==> src/rtl/load_align_unit.sv <==
// rtl/load_align_unit.sv - load data path: word-aligned reads, merge/shift, sign/zero extension
// Optional feature macro: LOAD_MISALIGN_SPLIT_EN (two-read handling of word-crossing loads).
module load_align_unit #(
  parameter int DATA_W = 32,
  parameter int ADDR_W = 32
) (
  input  logic              clock,
  input  logic              reset,
  input  logic              req_valid,
  output logic              req_ready,
  input  logic [2:0]        req_funct3,
  input  logic [ADDR_W-1:0] req_addr,
  output logic              mem_req,
  output logic [ADDR_W-1:0] mem_addr,
  input  logic              mem_rvalid,
  input  logic [DATA_W-1:0] mem_rdata,
  output logic              rsp_valid,
  input  logic              rsp_ready,
  output logic [DATA_W-1:0] rsp_data,
  output logic              rsp_misalign
);

  localparam int NB    = DATA_W / 8;
  localparam int OFF_W = $clog2(NB);
  localparam int END_W = OFF_W + 2;
  localparam logic [ADDR_W-1:0] WORD_STEP = ADDR_W'(NB);

  typedef enum logic [1:0] {IDLE, RD0, RD1, RESP} state_t;

  state_t           state;
  logic [1:0]       lg_q;     // log2 of access size in bytes
  logic             uns_q;    // zero-extend result
  logic [OFF_W-1:0] off_q;    // byte offset inside the first word

`ifdef LOAD_MISALIGN_SPLIT_EN
  logic              cross_q;
  logic [DATA_W-1:0] w0_q;
`endif

  logic             rd0_last;
  logic [1:0]       req_lg;
  logic             req_uns;
  logic [OFF_W-1:0] req_off;
  logic [END_W-1:0] req_end;
  logic             req_cross;

  // Decode size/extension of the incoming request and whether it spans two words
  always_comb begin
    req_lg  = req_funct3[1:0];
    req_uns = req_funct3[2];
    // A 32-bit datapath has no doubleword or word-unsigned loads; both fold onto LW
    if (DATA_W == 32 && req_funct3[1]) begin
      req_lg  = 2'd2;
      req_uns = 1'b0;
    end
    req_off   = req_addr[OFF_W-1:0];
    req_end   = END_W'(req_off) + (END_W'(1) << req_lg);
    req_cross = req_end > END_W'(NB);
  end

  // Decide whether the first read completes the access
  always_comb begin
`ifdef LOAD_MISALIGN_SPLIT_EN
    rd0_last = !cross_q;
`else
    rd0_last = 1'b1;
`endif
  end

  // Shift the {hi,lo} pair down by the byte offset, then extend from the access size
  function automatic logic [DATA_W-1:0] merge(input logic [DATA_W-1:0] hi,
                                              input logic [DATA_W-1:0] lo,
                                              input logic [OFF_W-1:0]  off,
                                              input logic [1:0]        lg,
                                              input logic              uns);
    logic [2*DATA_W-1:0] sh;
    logic [DATA_W-1:0]   res;
    logic                sgn;
    int                  nbits;
    sh    = {hi, lo} >> {off, 3'b000};
    res   = sh[DATA_W-1:0];
    nbits = 8 << lg;
    sgn   = sh[nbits-1];
    for (int i = 0; i < DATA_W; i++) begin
      if (i >= nbits) res[i] = uns ? 1'b0 : sgn;
    end
    return res;
  endfunction

  // Request / memory read / response sequencing with registered outputs
  always_ff @(posedge clock or negedge reset) begin
    if (!reset) begin
      state        <= IDLE;
      req_ready    <= 1'b1;
      mem_req      <= 1'b0;
      mem_addr     <= '0;
      rsp_valid    <= 1'b0;
      rsp_data     <= '0;
      rsp_misalign <= 1'b0;
      lg_q         <= '0;
      uns_q        <= 1'b0;
      off_q        <= '0;
`ifdef LOAD_MISALIGN_SPLIT_EN
      cross_q      <= 1'b0;
      w0_q         <= '0;
`endif
    end else begin
      case (state)
        IDLE: begin
          if (req_valid) begin
            lg_q      <= req_lg;
            uns_q     <= req_uns;
            off_q     <= req_off;
            req_ready <= 1'b0;
`ifdef LOAD_MISALIGN_SPLIT_EN
            cross_q   <= req_cross;
            state     <= RD0;
            mem_req   <= 1'b1;
            mem_addr  <= {req_addr[ADDR_W-1:OFF_W], {OFF_W{1'b0}}};
`else
            if (req_cross) begin
              // Unsupported word-crossing access: fault without touching memory
              state        <= RESP;
              rsp_valid    <= 1'b1;
              rsp_misalign <= 1'b1;
              rsp_data     <= '0;
            end else begin
              state    <= RD0;
              mem_req  <= 1'b1;
              mem_addr <= {req_addr[ADDR_W-1:OFF_W], {OFF_W{1'b0}}};
            end
`endif
          end
        end
        RD0: begin
          if (mem_rvalid) begin
            if (rd0_last) begin
              mem_req      <= 1'b0;
              state        <= RESP;
              rsp_valid    <= 1'b1;
              rsp_misalign <= 1'b0;
              rsp_data     <= merge('0, mem_rdata, off_q, lg_q, uns_q);
            end
`ifdef LOAD_MISALIGN_SPLIT_EN
            else begin
              w0_q     <= mem_rdata;
              mem_addr <= mem_addr + WORD_STEP;
              state    <= RD1;
            end
`endif
          end
        end
`ifdef LOAD_MISALIGN_SPLIT_EN
        RD1: begin
          if (mem_rvalid) begin
            mem_req      <= 1'b0;
            state        <= RESP;
            rsp_valid    <= 1'b1;
            rsp_misalign <= 1'b0;
            rsp_data     <= merge(mem_rdata, w0_q, off_q, lg_q, uns_q);
          end
        end
`endif
        RESP: begin
          if (rsp_ready) begin
            rsp_valid    <= 1'b0;
            rsp_misalign <= 1'b0;
            req_ready    <= 1'b1;
            state        <= IDLE;
          end
        end
        default: begin
          state     <= IDLE;
          req_ready <= 1'b1;
          mem_req   <= 1'b0;
          rsp_valid <= 1'b0;
        end
      endcase
    end
  end

endmodule

==> config.mk <==
export PLATFORM = sky130hd
export DESIGN_NAME = load_align_unit
export DESIGN_NICKNAME = d
export VERILOG_FILES = /design/src/rtl/load_align_unit.sv
export SDC_FILE = /design/constraint.sdc
export NUM_CORES = 1
export LEC_CHECK = 0
export ABC_AREA = 1
export BUFFER_PORTS_ARGS = -buffer_cell sky130_fd_sc_hd__clkbuf_2
export CORE_ASPECT_RATIO = 2
export CORE_MARGIN = 5
export CORE_UTILIZATION = 30
export DETAILED_ROUTE_END_ITERATION = 10
export MAX_ROUTING_LAYER = met4
export SETUP_SLACK_MARGIN = 0.02
export SYNTH_ARGS = -nofsm -noshare
export SYNTH_HDL_FRONTEND = slang
export SYNTH_SLANG_ARGS = --single-unit
==> constraint.sdc <==
create_clock -name clock -period 2.3 [get_ports clock]
set_input_delay 0.23 -clock clock [delete_from_list [all_inputs] [get_ports clock]]
set_output_delay 0.23 -clock clock [all_outputs]
set_load 0.005 [all_outputs]
==> metrics <==
outcome=completed; Post-Route WL=10800 um; post-layout util=39.4%; global-route wire length before repair=17300 um; Root Buffer=clkbuf_16; grt ovf=0; hpwl dp=7880 um; #FFs+latches synth=73; gp weighted congestion=0.823; Max Freq=493 MHz; Hold Crit Class=in -> reg; Longest Clk Path Bufs=2; clk sinks=73; nets=713; Final Hold Viols=0; total I/O pin count=140; PostCTS Resize Cnt=0; setup TNS=0 ns; Worst path max stage delay=0.46 ns; M2 GR Usage=21.6%; number of cells on the worst reg-to-reg path=11; Routed Antenna Nets=0; hold slack final=0.0889 ns; Detailed Route Iter0 Violations=314; unrepaired setup endpoints after global routing=no; Slew HR=65.1%; CP dominant cell by count=nand2_1; Final Max Tran Viols=0; initial antenna violation count=0; die width=89.2 um; clk slew on worst S/H paths=0.06 ns; R2R Path Start=lg_q[1]$_DFFE_PN0P_; Die Area=15000 um2; Post-Synthesis Cells=502; hold path start=req_addr[24]; GRT Util Overall=15.0%; CP endpoint kind=flip-flop; met3 Resource Use GR=3.18%; CP required=2.51 ns; input/output buffers=137; mean area per synthesized cell=7.49 um2; CP max-delay cell=fa_1; Power Density=1350 nW/um2; CP startpoint kind=primary input; Worst EP arrival=2.24 ns; Pleak=2.76 nW; Max FO, Critical Path=31; Std-Cell Core Area=12400 um2; Distinct cells, synth=28; hold depth=3; TritonRoute pass-1 iters=6; Wirelength per Cell=13.7 um; clock buffer count from CTS=9; CTS tree=built; max_cap viols=0; r2r endpoint=rsp_data[11]$_DFFE_PN0P_; leading cell type in the layout, fill and taps excluded=nand2_1; period utilization=88.1%; vias in the first global route=3453; hold endpoint=mem_addr[24]$_DFFE_PN0P_; Cell Chain, Critical Path=clkbuf_2 -> nor2_1 -> fa_1 -> or2_0 -> a21oi_2 -> nand2_2 -> nor2_2 -> inv_2 -> nand2_1 -> nand2_1; Final min period=2.03 ns; Skew-Pair Late Insertion Delay=0.33 ns; DIE HEIGHT=168 um; reg-to-reg slack, setup=0.31 ns; Worst VDD drop=0.711 mV; largest net degree at the start of global routing=36; post-synthesis sequential area ratio=48.6%; Syn-to-layout area delta=30.0%; GR peak layer=met2; Antenna Cells=0; post-DR vias/cell=4.66; layout cells sized above 1=28.7%; # setup viols final=0; initial core utilization=30.3%; # Post-CTS Setup Buffers=0; vias after detailed routing=3689; Post-Syn Area=3760 um2; met1 Track Usage GR=20.8%; Crit Path Category=in -> reg; DRC viols=0; commonest non-fill, non-tap cells in the layout=nand2_1, clkbuf_2, dfrtp_1; hold_buf cts=1; # rows=58; Slew @ Worst Pin=0.523 ns; H-tree lvl count=3; YS warnings=0; skew final=0.00588 ns
[cell usage after synthesis, drive strengths merged]
master | number | area share, %
o211ai | 4 | 0.80
clkbuf | 8 | 0.80
dfrtp | 72 | 48
nand2 | 257 | 27
or2 | 1 | 0.17
xor2 | 1 | 0.23
a31oi | 9 | 1.5
ha | 3 | 1.0
buf | 20 | 4.0
nor2 | 25 | 2.8
o21ai | 22 | 2.9
fa | 1 | 0.53
dfstp | 1 | 0.70
nand3 | 25 | 3.5
conb | 1 | 0.10
inv | 26 | 2.6
a21oi | 25 | 3.4
a22oi | 1 | 0.20
[worst max-delay path: cells and delay by family]
family | cells | cell delay (ns)
AO/OA/AOI/OAI | 1 | 0.18
buffers and inverters | 2 | 0.38
adder cells (fa/ha/maj) | 1 | 0.46
AND/OR/NAND/NOR | 6 | 0.96
[registers in the layout, summed over array words and instances (netlist names), 2 cells and up]
signal    cells
mem_addr     30
state         2
lg_q          2
off_q         2
rsp_data     32
[cells by family (layout without fill, tap and decap cells)]
logic type      Yosys count  count (layout)  synth area share, %
other cells               1               2               0.0997
compound gates           61              61                 8.85
flops                    73              73                 48.6
simple gates            308             308                 33.3
buf+inv                  54             193                 7.39
fa+ha+maj                 4               4                 1.53
xor+xnor                  1               1                0.233
[worst max-delay path by stage]
stage,startpoint,end,slack [ns],depth (start not counted)
4_1_cts,req_funct3[1],mem_addr[5]$_DFFE_PN0P_,0.28,10
6_report,req_funct3[1],mem_addr[5]$_DFFE_PN0P_,0.27,10
3_5_place_dp,req_funct3[1],mem_addr[5]$_DFFE_PN0P_,-0.09,10
5_1_grt,req_funct3[1],mem_addr[3]$_DFFE_PN0P_,0.12,10
2_1_floorplan,req_funct3[0],mem_addr[10]$_DFFE_PN0P_,0.38,11
3_3_place_gp,req_funct3[1],mem_addr[11]$_DFFE_PN0P_,0.01,11
[power by group]
part           switching (W)  internal (W)  total, W  leakage, nW
registers           0.000362       0.00183   0.00220        0.929
clock network       0.000547      0.000731   0.00128        0.129
logic                0.00190       0.00120   0.00310         1.70
[layout make-up]
| type | count | area (um2) |
|---|---|---|
| clock buffers | 10 | 229 |
| inverters | 26 | 97.6 |
| repair buffers | 151 | 846 |
| fillers | 1304 | 7520 |
| well taps | 150 | 188 |
| multi-input cells | 376 | 1660 |
| flip-flops and latches | 73 | 1830 |
| clock inverters | 6 | 42.5 |
[metal layers]
metal,wire (um),vias up
li1,-,1838
met1,4900,1678
met2,4920,161
met3,888,12
met4,136,0
met5,0,-
[stage by stage]
step,power (W),cell area [um2],worst slack (ns),cells
after floorplan,0.00419,3760,0.382,503
after global placement,0.00531,4610,0.0149,775
after detailed placement,0.00536,4610,-0.0853,775
after CTS,0.00669,4890,0.275,792
after global routing,0.00720,4890,0.119,792
final,0.00658,4890,0.273,792
(Power assumes the default switching activity.)
